**config.mk**
```make
export PLATFORM = sky130hd
export DESIGN_NAME = weight_update_scheduler
export DESIGN_NICKNAME = d
export VERILOG_FILES = /design/src/rtl/weight_update_scheduler.sv
export SDC_FILE = /design/constraint.sdc
export NUM_CORES = 1
export LEC_CHECK = 0
export BUFFER_PORTS_ARGS = -buffer_cell sky130_fd_sc_hd__buf_2
export CORE_MARGIN = 5
export CORE_UTILIZATION = 53
export CTS_BUF_LIST = sky130_fd_sc_hd__clkbuf_4 sky130_fd_sc_hd__clkbuf_8
export CTS_CLUSTER_DIAMETER = 30
export DETAILED_ROUTE_END_ITERATION = 6
export PLACE_DENSITY = 0.88
export SETUP_SLACK_MARGIN = 0.1
export SLEW_MARGIN = 40
export SYNTH_ARGS = -nofsm -noshare
export SYNTH_HDL_FRONTEND = slang
export SYNTH_SLANG_ARGS = --single-unit
```
**constraint.sdc**
```tcl
create_clock -name clk -period 2.6 [get_ports clk]
set_clock_uncertainty 0.2 [all_clocks]
set_input_delay 0 -clock clk [delete_from_list [all_inputs] [get_ports clk]]
set_output_delay 0 -clock clk [all_outputs]
set_load 0.005 [all_outputs]
```
**src/rtl/weight_update_scheduler.sv**
```systemverilog
// Weight-update pass sequencer: read each weight, run Manhattan or Adam update, write back.
// Optional Adam wait timeout is compiled in when ADAM_TIMEOUT_EN is defined.
module weight_update_scheduler #(
  parameter int unsigned BIT_WIDTH    = 32,
  parameter int unsigned EXTRA_BIT    = 2,
  parameter int unsigned ADDR_WIDTH   = 8,
  parameter int unsigned NUM_WEIGHTS  = 256,
  parameter int unsigned ADAM_TIMEOUT = 64
) (
  input  logic                            clk,
  input  logic                            rst_n,
  input  logic                            start,
  input  logic                            training_mode,
  output logic                            mem_rd_en,
  output logic [ADDR_WIDTH-1:0]           mem_addr,
  input  logic [BIT_WIDTH+EXTRA_BIT-1:0]  mem_rd_data,
  output logic [BIT_WIDTH+EXTRA_BIT-1:0]  old_weight,
  output logic                            mode_sel,
  output logic                            adam_start,
  input  logic                            adam_done,
  output logic                            mem_wr_en,
  output logic                            busy,
  output logic                            done,
  output logic                            err
);

  localparam int unsigned WORD_W = BIT_WIDTH + EXTRA_BIT;
  localparam logic [ADDR_WIDTH-1:0] LAST_ADDR = ADDR_WIDTH'(NUM_WEIGHTS - 1);

  if (NUM_WEIGHTS < 1 || ADAM_TIMEOUT < 1) begin : g_bad_cfg
    $error("weight_update_scheduler: NUM_WEIGHTS and ADAM_TIMEOUT must be >= 1");
  end

  typedef enum logic [2:0] {
    IDLE = 3'd0,
    RD   = 3'd1,
    LAT  = 3'd2,
    CALC = 3'd3,
    WAIT = 3'd4,
    WR   = 3'd5,
    FIN  = 3'd6
  } state_t;

  state_t                  state_q, state_n;
  logic [ADDR_WIDTH-1:0]   addr_n;
  logic                    mode_n;
  logic [WORD_W-1:0]       old_n;

`ifdef ADAM_TIMEOUT_EN
  localparam int unsigned TMO_W = $clog2(ADAM_TIMEOUT + 1);
  logic [TMO_W-1:0] wait_q, wait_n;
  logic             err_n;
`endif

  // Next-state and next-register values; mem_addr doubles as the address counter.
  always_comb begin
    state_n = state_q;
    addr_n  = mem_addr;
    mode_n  = mode_sel;
    old_n   = old_weight;
`ifdef ADAM_TIMEOUT_EN
    wait_n  = wait_q;
    err_n   = err;
`endif
    case (state_q)
      IDLE: begin
        if (start) begin
          mode_n  = training_mode;
          addr_n  = '0;
          state_n = RD;
`ifdef ADAM_TIMEOUT_EN
          err_n   = 1'b0;
`endif
        end
      end
      RD:   state_n = LAT;
      LAT: begin
        old_n   = mem_rd_data;
        state_n = CALC;
      end
      CALC: begin
`ifdef ADAM_TIMEOUT_EN
        wait_n  = '0;
`endif
        state_n = mode_sel ? WR : WAIT;
      end
      WAIT: begin
        if (adam_done) begin
          state_n = WR;
        end
`ifdef ADAM_TIMEOUT_EN
        else if (wait_q == TMO_W'(ADAM_TIMEOUT - 1)) begin
          err_n   = 1'b1;
          state_n = FIN;
        end else begin
          wait_n  = wait_q + TMO_W'(1);
        end
`endif
      end
      WR: begin
        if (mem_addr == LAST_ADDR) begin
          state_n = FIN;
        end else begin
          addr_n  = mem_addr + ADDR_WIDTH'(1);
          state_n = RD;
        end
      end
      FIN:     state_n = IDLE;
      default: state_n = IDLE;
    endcase
  end

  // Outputs are registered from the next state so they line up with the state they belong to.
  always_ff @(posedge clk or negedge rst_n) begin
    if (!rst_n) begin
      state_q    <= IDLE;
      mem_addr   <= '0;
      mode_sel   <= 1'b0;
      old_weight <= '0;
      mem_rd_en  <= 1'b0;
      mem_wr_en  <= 1'b0;
      adam_start <= 1'b0;
      busy       <= 1'b0;
      done       <= 1'b0;
    end else begin
      state_q    <= state_n;
      mem_addr   <= addr_n;
      mode_sel   <= mode_n;
      old_weight <= old_n;
      mem_rd_en  <= (state_n == RD);
      mem_wr_en  <= (state_n == WR);
      adam_start <= (state_n == CALC) && !mode_n;
      busy       <= (state_n inside {RD, LAT, CALC, WAIT, WR});
      done       <= (state_n == FIN);
    end
  end

`ifdef ADAM_TIMEOUT_EN
  // WAIT-cycle counter and sticky timeout flag.
  always_ff @(posedge clk or negedge rst_n) begin
    if (!rst_n) begin
      wait_q <= '0;
      err    <= 1'b0;
    end else begin
      wait_q <= wait_n;
      err    <= err_n;
    end
  end
`else
  assign err = 1'b0;
`endif

endmodule
```
Yosys cells after proc, flatten, opt, wreduce, memory -nomap -nowiden
Cells that the tools add are included.

Output and inout port bits: 49. Logic and storage cells: 40. Input port bits: 39. Register bits after elaboration: 51.

Reduce and logical (&&, ||, !) cells: 6. Multiplexer cells: 10. Equal/unequal tests: 14. Add/sub/neg operators: 1.

Operators with widths (count): case mux 3 bit (6 select lines) (1); 2-to-1 mux 8 bit (2); case mux 8 bit (2 select lines) (1); == test 3 bit (second input constant) (5); == test 3 x 2 -> 1 bit (second input constant) (4); 2-to-1 mux 3 bit (3); adder 8 x 1 -> 8 bit (second input constant) (1); == test 8 bit (second input constant) (1); == test 3 x 1 -> 1 bit (second input constant) (2); nonzero test 5 bit (1); != test 2 bit (second input constant) (2); logical NOT 3 bit (1); 2-to-1 mux 1 bit (3); AND reduction 3 bit (1); nonzero test 2 bit (1); logical AND 1 bit (1); logical NOT 1 bit (1).

Longest topological paths before layout
Gate-level depths: netlist of run 1.

Depth in word-level cells: 5. Mapped depth: 5. Depth with buffers taken out: 4.

Worst setup path after synthesis of run 1
No wires, ideal clock.

Path type: register -> register. From: reg mem_addr[0]. To: reg mem_addr[0]. Slack: 0.911 ns. Period minus slack after synthesis: 1.689 ns. Required time: 2.321 ns. Path buffers: 0. Arrival: 1.409 ns. Library setup time: 0.079 ns. Cell stages (with the launch flop): 5. Path through: dfrtp_1 > ha_1 > nand4_1 > o21ai_1 > mux2i_1.

Word-level cells in the longest chain between the ends: 3. Elaborated cells between the ends (all ways): 6. Those cells by class: 1 x add/sub; 2 x eq/ne; 2 x mux; 1 x reduce/logical.

RTL lines: from (decl) (RTL line 15) `output logic [ADDR_WIDTH-1:0] mem_addr,`; from (signal assigned) (RTL line 127) `mem_addr <= addr_n;`; adder 8 x 1 -> 8 bit / == test 8 bit (equally long branches) (RTL line 104, 101); 2-to-1 mux 8 bit / != test 2 bit (equally long branches); case mux 8 bit (2 select lines) / AND reduction 3 bit (equally long branches).

Several ways; a longest one is shown, not always the timed one. The select of a mux whose other input is x is not followed. A chain may end at the register's enable or synchronous reset.

Worst setup path after layout of run 1
From: reg state_q[2]. To: reg mode_sel.

Word-level cells in the longest chain between the ends: 2.

RTL lines: from (decl) (RTL line 44) `state_t state_q, state_n;`; from (signal assigned) (RTL line 126) `state_q <= state_n;`; logical NOT 3 bit (RTL line 65) `case (state_q)`; 2-to-1 mux 1 bit (RTL line 65); net mode_n (RTL line 46) `logic mode_n;`; to (signal assigned) (RTL line 128) `mode_sel <= mode_n;`; to (decl) (RTL line 18) `output logic mode_sel,`.

The timed path passes the listed nets, and every way through them passes these cells.

==> results.tsv, run 1 <==
stage	metric	value	unit
global_route	grt_first_pass_wirelength	8845	µm
synth	synth-async-reset-ratio	1.000	
drt	drtPass1Iterations	4	
clock_tree	cts_tree	done	
drt	ant_nets	0	
sta	rsz0062_at_grt	no	
placed_design	place.detailed.hpwl	3473	µm
setup_path	cp.required	2.64	ns
synth	yosysTopAreaCell	dfrtp_1	
placed_design	port_buffers	86	
drt	wl_per_cell	16.98	µm
placed_design	gp_congestion	0.8148	
setup_path	cp_cell_sequence	nor4b_2 -> nand2_1 -> dlygate4sd3_1 -> nand2_1	
setup_path	end_kind	flop	
setup_path	critPathKind	flop to flop	
clock_tree	cts_max_path_buffers	2	
drt	top_layer_used	met4	
power_and_ir_drop	leakage	1.510	nW
synth	syn_area	0.002168	mm²
sta	layout_setup_ws	0.5586	ns
cells_and_area	final_common_cell	buf_2	
drt	wl_met1	2258	µm
setup_path	worstSetupStartpointType	flop	
cells_and_area	drive_gt1_frac	0.4718	
sta	tightest_slew	0.6100	ns
drt	via_count	1723	
global_route	grt_usage	0.2166	
synth	synthTopCellsByArea	dfrtp_1 59%, mux2_2 17%, buf_6 2.6%	
drt	wirelength	5671	µm
synth	ys_seq_area_frac	0.5886	
setup_path	reg2reg_to	mode_sel$_DFF_PN0_	
synth	synth_flop_cell	dfrtp_1	
floorplanning	die_area	0.005470	mm²
synth	synth_nets	198	
setup_path	r2r-start	state_q[2]$_DFF_PN0_	
floorplanning	coreArea	0.003971	mm²
sta	hold_viol	0	
drt	drt_iter0_markers	70	
clock_tree	clock-sinks	51	
clock_tree	htree_levels	2	
synth	synth_top_area_frac	0.5886	
clock_tree	clk_latency	0.30	ns
global_route	grt_max_degree	52	
drt	drc	0	
global_route	grt_antenna_before_repair	0	
synth	synthCells	158	
cells_and_area	n_antenna_cell	0	
sta	setup_viol	0	
sta	timing.fmax	0.4899	GHz
cells_and_area	fillCellCount	234	
cells_and_area	utilization	0.7810	
global_route	grt_pass1_vias	1788	
clock_tree	root_buffer	clkbuf_8	
hold_path	hold_path_class	primary input to async pin	
synth	syn_area_per_cell	13.72	µm²
floorplanning	fp.dieH	73.96	µm
placed_design	pre_cts_ws	0.7151	ns
drt	dr_wl_met3	520	µm
clock_tree	numCtsBuffers	5	
cells_and_area	mostFrequentLayoutCells	86 x buf_2, 51 x dfrtp_1, 39 x dlygate4sd3_1	
drt	vias_per_cell	5.159	
synth	synth_edf_count	0	
sta	min_period	2.041	ns
synth	synth_cell_types	46	
sta	setup-tns-final	0	ns
setup_path	cp.arrival	2.08	ns
floorplanning	core.rowCount	23	
setup_path	slowest_delay	0.56	ns
global_route	grt.overflow.total	0	
setup_path	worst_r2r_path_depth	4	
synth	ys_ff_latch	51	
floorplanning	fp.dieW	73.96	µm
sta	drv_slew	0	
synth	yosysWarnings	0	
setup_path	reg2reg_slack	0.56	ns
power_and_ir_drop	ir_drop	0.5910	mV
cells_and_area	synthToLayoutAreaGrowth	43.05	%
sta	relSlewSlack	0.5933	
sta	period_share	0.7851	
setup_path	critical_path.max_fanout	13	
power_and_ir_drop	power_density	1031	mW/mm²
drt	met2_length	2824	µm
status	outcome	completed	
cells_and_area	final_nets	324	
setup_path	crit_slowest_cell	dlygate4sd3_1	
setup_path	crit_top_cell	nand2_1	
clock_tree	path_clk_slew	0.09	ns
floorplanning	start_util	0.5460	
run	cap_violations	0	
floorplanning	boundaryPins	88	
==> layout make-up <==
type	count	area [µm²]	share of cell area
clock buffer	6	76.32	0.02461
clock inverter	1	30.03	0.009681
inverter	4	15.01	0.004841
multi-input combinational	94	798.3	0.2574
sequential	51	1276	0.4115
tap	50	62.56	0.02017
timing repair buffer	128	843.3	0.2719
==> what timing repair did <==
| item | CTS | global route |
|---|---|---|
| hold buffers | 39 | 0 |
| gates resized for setup | 0 | 0 |
| buffers inserted | 0 | 0 |
| endpoints found under the hold margin | 90 | 0 |
==> worst max-delay path by stage <==
stage / cells past startpoint / start / endpoint / slack [ns]
final: 4 / state_q[2]$_DFF_PN0_ / mode_sel$_DFF_PN0_ / 0.56
after global routing: 4 / state_q[2]$_DFF_PN0_ / mode_sel$_DFF_PN0_ / 0.44
after CTS: 4 / state_q[2]$_DFF_PN0_ / mode_sel$_DFF_PN0_ / 0.55
after detailed placement: 4 / mem_addr[0]$_DFFE_PN0P_ / mem_addr[0]$_DFFE_PN0P_ / 0.72
after global placement: 3 / state_q[0]$_DFF_PN0_ / mem_addr[2]$_DFFE_PN0P_ / 0.77
after floorplan: 4 / mem_addr[0]$_DFFE_PN0P_ / mem_addr[0]$_DFFE_PN0P_ / 0.91
==> synth_stat cells (all sizes together), types with 2 or more instances <==
| cell type | n |
|---|---|
| nand2 | 11 |
| and3 | 2 |
| nand3 | 2 |
| nor2b | 2 |
| inv | 4 |
| dfrtp | 51 |
| a21oi | 2 |
| buf | 9 |
| o21ai | 4 |
| nand4 | 4 |
| mux2i | 3 |
| mux2 | 34 |
| nor4 | 2 |
==> per-layer routing <==
layer,global-route usage,vias up
met5,0,-
met4,0.05634,0
met3,0.07027,7
met2,0.3740,73
met1,0.2625,822
li1,-,821
==> cells by family after synthesis <==
group           after synthesis  share of synthesized area
mux                          37                     0.1904
xor+xnor                      2                   0.008080
other cells                   1                   0.001729
flops                        51                     0.5886
simple gates                 35                     0.1033
compound gates               18                    0.05887
fa+ha+maj                     1                   0.005769
buf+inv                      13                    0.04327
==> power by group <==
part	internal, mW	switching (mW)	total [mW]
clock	0.293	0.241	0.533
combinational	0.722	0.538	1.26
sequential	1.14	0.260	1.40
==> worst max-delay path: cells and delay by family (launching register included) <==
kind | cells | cell delay, ns
flops | 1 | 0.54
buf+inv | 1 | 0.56
simple gates | 3 | 0.69
==> registers in the layout, indices dropped and copies added (netlist names) <==
name,flops
mem_rd_en,1
busy,1
adam_start,1
done,1
state_q,3
mem_wr_en,1
mode_sel,1
old_weight,34
mem_addr,8
==> metrics by stage <==
| step | hold slack [ns] | instances | instance area [µm²] | total power, mW |
|---|---|---|---|---|
| 2_1_floorplan | -0.4956 | 158 | 2168 | 2.135 |
| 5_1_grt | 0.1994 | 334 | 3102 | 3.418 |
| 6_report | 0.1217 | 334 | 3102 | 3.197 |
| 3_5_place_dp | -0.05243 | 288 | 2605 | 2.599 |
| 4_1_cts | 0.1476 | 334 | 3102 | 3.177 |
| 3_3_place_gp | -0.06047 | 288 | 2605 | 2.538 |
No activity file was read; power rests on OpenSTA's default activity.
==> inputs of run 2 (changes only) <==
Settings changed: CORE_UTILIZATION 53 to 50, PLACE_DENSITY 0.88 to 0.83.
Clock period 2.6 ns to 2.1 ns, I/O delays scaled along.
==> results.tsv, run 2 (synthesis results as in run 1) <==
stage	metric	value	unit	change
sta	setup-tns-final	0	ns	unchanged
setup_path	worstSetupStartpointType	flop		unchanged
drt	drt_iter0_markers	62		was 70
drt	wirelength	5313	µm	was 5671 µm
clock_tree	htree_levels	2		unchanged
power_and_ir_drop	ir_drop	0.5768	mV	was 0.5910 mV
sta	min_period	1.824	ns	was 2.041 ns
clock_tree	clock-sinks	51		unchanged
global_route	grt_antenna_before_repair	0		unchanged
drt	drc	0		unchanged
status	outcome	completed		unchanged
floorplanning	coreArea	0.004294	mm²	was 0.003971 mm²
cells_and_area	n_antenna_cell	0		unchanged
clock_tree	path_clk_slew	0.09	ns	about the same
global_route	grt_usage	0.1839		was 0.2166
sta	hold_slack	0.02246	ns	was 0.1217 ns
setup_path	cp_cell_sequence	inv_2 -> nor3_4 -> buf_12 -> mux2_2		was nor4b_2 -> nand2_1 -> dlygate4sd3_1 -> nand2_1
power_and_ir_drop	power	3.941	mW	was 3.197 mW
floorplanning	core.rowCount	24		was 23
sta	setup_viol	0		unchanged
setup_path	end_kind	flop		unchanged
cells_and_area	final_nets	325		was 324
global_route	grt_pass1_vias	1731		was 1,788
sta	relSlewSlack	0.6335		was 0.5933
cells_and_area	biggestRegsByFlops	old_weight (34), mem_addr (8), state_q (3)		unchanged
setup_path	crit_family	flip-flops		was simple AND/OR/NAND/NOR gates
global_route	grt_first_pass_wirelength	8010	µm	was 8845 µm
drt	vias_per_cell	5.300		was 5.159
cells_and_area	largest_register_ffs	34		unchanged
setup_path	cp_num_buf_inv	2		was 1
hold_path	hold_path_class	primary input to async pin		unchanged
cells_and_area	final_common_cell	buf_2		unchanged
sta	timing.fmax	0.5483	GHz	was 0.4899 GHz
sta	tightest_slew	0.5498	ns	was 0.6100 ns
placed_design	gp_congestion	0.8429		was 0.8148
clock_tree	clk_latency	0.29	ns	was 0.30 ns
sta	drv_slew	0		unchanged
setup_path	slowest_delay	0.55	ns	was 0.56 ns
sta	hold_viol	0		unchanged
floorplanning	boundaryPins	88		unchanged
cells_and_area	regMostFlops	old_weight		unchanged
placed_design	port_buffers	86		unchanged
global_route	grt.overflow.total	0		unchanged
power_and_ir_drop	power_density	1253	mW/mm²	was 1031 mW/mm²
cells_and_area	synthToLayoutAreaGrowth	45.07	%	was 43.05%
cells_and_area	drive_gt1_frac	0.4807		was 0.4718
setup_path	critical_path.max_fanout	34		was 13
power_and_ir_drop	leakage	1.527	nW	was 1.510 nW
clock_tree	numCtsBuffers	5		unchanged
clock_tree	cts_max_path_buffers	2		unchanged
cells_and_area	mostFrequentLayoutCells	86 x buf_2, 51 x dfrtp_1, 38 x dlygate4sd3_1		was 86 x buf_2, 51 x dfrtp_1, 39 x dlygate4sd3_1
sta	rsz0062_at_grt	no		unchanged
clock_tree	cts_tree	done		unchanged
floorplanning	start_util	0.5050		was 0.5460
sta	period_share	0.8684		was 0.7851
run	cap_violations	0		unchanged
setup_path	cp.required	2.08	ns	was 2.64 ns
global_route	grt_max_degree	35		was 52
drt	ant_nets	0		unchanged
floorplanning	die_area	0.005754	mm²	was 0.005470 mm²
setup_path	critPathKind	flop to flop		unchanged
floorplanning	fp.dieH	75.86	µm	was 73.96 µm
sta	layout_setup_ws	0.2763	ns	was 0.5586 ns
clock_tree	root_buffer	clkbuf_8		unchanged
placed_design	place.detailed.hpwl	3253	µm	was 3473 µm
setup_path	cp.arrival	1.81	ns	was 2.08 ns
placed_design	pre_cts_ws	0.1839	ns	was 0.7151 ns
drt	via_count	1786		was 1,723
setup_path	crit_slowest_cell	dfrtp_1		was dlygate4sd3_1
cells_and_area	fillCellCount	306		was 234
drt	wl_per_cell	15.77	µm	was 16.98 µm
floorplanning	fp.dieW	75.86	µm	was 73.96 µm
drt	drtPass1Iterations	4		unchanged
[run 2: worst register-to-register path, stage by stage (launching register included)]
cell and delay [ns]:
dfrtp_1 0.55, inv_2 0.13, nor3_4 0.21, buf_12 0.23, mux2_2 0.39
[run 2: routing by layer]
metal  share of wire  up-vias  wire length (µm)  GRT usage
met1            0.41      882              2163     0.2379
met3            0.10        6               532    0.04090
met2            0.48       76              2563     0.3013
met5               0        -                 0          0
li1                -      822                 -          -
met4           0.010        0                55    0.06990
[run 2: worst paths after layout]
kind,start,endpoint,slack (ns),cells past startpoint
worst max-delay path,state_q[1]$_DFF_PN0_,old_weight[8]$_DFFE_PN0P_,0.28,4
worst min-delay path,rst_n,old_weight[18]$_DFFE_PN0P_,0.02,2
worst max register to register,state_q[1]$_DFF_PN0_,old_weight[8]$_DFFE_PN0P_,0.28,4
worst min register to register,old_weight[5]$_DFFE_PN0P_,old_weight[5]$_DFFE_PN0P_,0.30,1
max in group asynchronous,rst_n,old_weight[7]$_DFFE_PN0P_,1.14,3
min in group clk,training_mode,mode_sel$_DFF_PN0_,0.24,4
[run 2: stage by stage]
| stage | std cells | util | instance area (µm²) |
|---|---|---|---|
| after floorplan | 158 | - | 2168 |
| after global placement | 291 | 0.6148 | 2640 |
| after detailed placement | 291 | 0.6148 | 2640 |
| after CTS | 336 | 0.7281 | 3127 |
| after global routing | 337 | 0.7325 | 3146 |
| final | 337 | 0.7325 | 3146 |
[run 2: area by class of cell]
| cell class | instances | area [µm²] | share of cell area |
|---|---|---|---|
| Tap cell | 52 | 65.06 | 0.02068 |
| Timing Repair Buffer | 129 | 873.3 | 0.2776 |
| Inverter | 4 | 15.01 | 0.004773 |
| Clock inverter | 1 | 30.03 | 0.009547 |
| Clock buffer | 6 | 76.32 | 0.02426 |
| Sequential cell | 51 | 1276 | 0.4057 |
| Multi-Input combinational cell | 94 | 809.5 | 0.2574 |
[run 2: repair_timing]
item | CTS | global route
hold buffers | 38 | 0
endpoints found under the hold margin | 90 | 0
gates resized for setup | 0 | 2
endpoints found under the setup margin | 0 | 5
setup buffers | 0 | 1
[run 2: power by group]
group	internal, mW	switching (mW)
sequential	1.42	0.296
clock	0.362	0.291
combinational	0.923	0.651
==> inputs of run 3 (changes only) <==
Settings changed: CORE_ASPECT_RATIO set to 1.4, SKIP_CTS_REPAIR_TIMING set to 1.
==> results.tsv, run 3 (synthesis results as in run 1) <==
stage	metric	value	unit	change
setup_path	critical_path.max_fanout	7		was 34
sta	setup-tns-final	0	ns	unchanged
setup_path	slowest_delay	0.43	ns	was 0.55 ns
sta	hold_slack	0.005920	ns	was 0.02246 ns
run	cap_violations	0		unchanged
placed_design	pre_cts_ws	0.2293	ns	was 0.1839 ns
power_and_ir_drop	ir_drop	0.7186	mV	was 0.5768 mV
drt	wl_per_cell	16.45	µm	was 15.77 µm
floorplanning	fp.dieH	87.92	µm	was 75.86 µm
drt	wirelength	5427	µm	was 5313 µm
setup_path	worst_r2r_path_depth	4		unchanged
cells_and_area	largest_register_ffs	34		unchanged
setup_path	critPathKind	flop to flop		unchanged
clock_tree	root_buffer	clkbuf_8		unchanged
clock_tree	clk_latency	0.30	ns	was 0.29 ns
drt	drt_iter0_markers	75		was 62
setup_path	reg2reg_slack	0.24	ns	was 0.28 ns
cells_and_area	synthToLayoutAreaGrowth	44.78	%	was 45.07%
global_route	grt.overflow.total	0		unchanged
placed_design	place.detailed.hpwl	3399	µm	was 3253 µm
global_route	grt_usage	0.1574		was 0.1839
setup_path	worstSetupStartpointType	flop		unchanged
floorplanning	boundaryPins	88		unchanged
global_route	grt_pass1_vias	1488		was 1,731
global_route	grt_first_pass_wirelength	6955	µm	was 8010 µm
drt	drc	0		unchanged
setup_path	end_kind	flop		unchanged
floorplanning	coreArea	0.004204	mm²	was 0.004294 mm²
clock_tree	cts_tree	done		unchanged
sta	min_period	1.865	ns	was 1.824 ns
sta	drv_slew	0		unchanged
drt	ant_nets	0		unchanged
placed_design	dp.cells	284		was 291
setup_path	cp_num_buf_inv	0		was 2
power_and_ir_drop	leakage	1.531	nW	was 1.527 nW
cells_and_area	final_nets	324		was 325
setup_path	crit_slowest_cell	dfrtp_1		unchanged
drt	drtPass1Iterations	4		unchanged
sta	rsz0062_at_grt	no		unchanged
clock_tree	path_clk_slew	0.09	ns	about the same
status	outcome	completed		unchanged
global_route	grt_max_degree	31		was 35
setup_path	cp.required	2.12	ns	was 2.08 ns
sta	setup_viol	0		unchanged
placed_design	port_buffers	86		unchanged
setup_path	crit_family	simple AND/OR/NAND/NOR gates		was flip-flops
cells_and_area	regMostFlops	old_weight		unchanged
sta	layout_setup_ws	0.2350	ns	was 0.2763 ns
setup_path	cp.arrival	1.88	ns	was 1.81 ns
cells_and_area	n_antenna_cell	0		unchanged
floorplanning	fp.dieW	65.66	µm	was 75.86 µm
floorplanning	core.rowCount	28		was 24
cells_and_area	final_common_cell	buf_2		unchanged
setup_path	cp_cell_sequence	ha_1 -> nand4_1 -> or2_2 -> o22ai_1		was inv_2 -> nor3_4 -> buf_12 -> mux2_2
setup_path	r2r-start	mem_addr[0]$_DFFE_PN0P_		was state_q[1]$_DFF_PN0_
sta	hold_viol	0		unchanged
cells_and_area	mostFrequentLayoutCells	86 x buf_2, 51 x dfrtp_1, 38 x dlygate4sd3_1		unchanged
cells_and_area	biggestRegsByFlops	old_weight (34), mem_addr (8), state_q (3)		unchanged
floorplanning	start_util	0.5158		was 0.5050
setup_path	reg2reg_to	state_q[1]$_DFF_PN0_		was old_weight[8]$_DFFE_PN0P_
sta	period_share	0.8881		was 0.8684
global_route	grt_antenna_before_repair	0		unchanged
cells_and_area	drive_gt1_frac	0.4807		unchanged
cells_and_area	stdcell_count	330		was 337
hold_path	hold_path_class	primary input to async pin		unchanged
placed_design	gp_congestion	0.8475		was 0.8429
power_and_ir_drop	power_density	1302	mW/mm²	was 1253 mW/mm²
sta	timing.fmax	0.5362	GHz	was 0.5483 GHz
drt	via_count	1725		was 1,786
drt	vias_per_cell	5.227		was 5.300
clock_tree	clock-sinks	51		unchanged
clock_tree	cts_max_path_buffers	2		unchanged
clock_tree	numCtsBuffers	5		unchanged
clock_tree	htree_levels	2		unchanged
floorplanning	die_area	0.005772	mm²	was 0.005754 mm²
-- run 3: changes by cell type in the layout (fill, tap and decap cells not counted), sizes merged --
cell,before,now
bufinv,1,2
buf,91,90
-- run 3: worst reg2reg max path: stages (launching register included) --
cell	delay, ns
dfrtp_1	0.43
ha_1	0.27
nand4_1	0.31
or2_2	0.41
o22ai_1	0.17
-- run 3: worst max-delay path by stage --
stage,start,end,slack (ns),cells past startpoint
2_1_floorplan,mem_addr[0]$_DFFE_PN0P_,mem_addr[0]$_DFFE_PN0P_,0.41,4
3_3_place_gp,state_q[0]$_DFF_PN0_,mem_addr[2]$_DFFE_PN0P_,0.29,3
3_5_place_dp,mem_addr[0]$_DFFE_PN0P_,mem_addr[0]$_DFFE_PN0P_,0.23,4
4_1_cts,mem_addr[0]$_DFFE_PN0P_,mem_addr[0]$_DFFE_PN0P_,0.16,4
5_1_grt,mem_addr[0]$_DFFE_PN0P_,mem_addr[0]$_DFFE_PN0P_,0.10,4
6_report,mem_addr[0]$_DFFE_PN0P_,state_q[1]$_DFF_PN0_,0.24,4
-- run 3: metrics by stage --
| stage | instance area [µm²] | utilization | total power, mW |
|---|---|---|---|
| 2_1_floorplan | 2168 | - | 2.644 |
| 3_3_place_gp | 2619 | 0.6229 | 3.155 |
| 3_5_place_dp | 2619 | 0.6229 | 3.230 |
| 4_1_cts | 2755 | 0.6554 | 4.024 |
| 5_1_grt | 3139 | 0.7467 | 4.348 |
| 6_report | 3139 | 0.7467 | 4.087 |
-- run 3: metal layers --
layer / up-vias / GRT usage / wire [µm]
met5: - / 0 / 0
met4: 0 / 0.04906 / 71
met3: 7 / 0.04493 / 307
met2: 63 / 0.2692 / 2821
met1: 836 / 0.1910 / 2226
li1: 819 / - / -
-- run 3: final cells by class --
cell class	instances	area (µm²)
well taps	45	56.30
clock buffers	6	76.32
flip-flops and latches	51	1276
fillers	272	1065
multi-input cells	94	802.0
clock inverters	2	60.06
inverters	4	15.01
repair buffers	128	853.3
-- run 3: power by group --
part / total (mW) / switching (mW) / internal (mW)
logic: 1.57 / 0.651 / 0.914
registers: 1.73 / 0.313 / 1.42
clock network: 0.792 / 0.303 / 0.489
total: 4.09 / 1.27 / 2.82
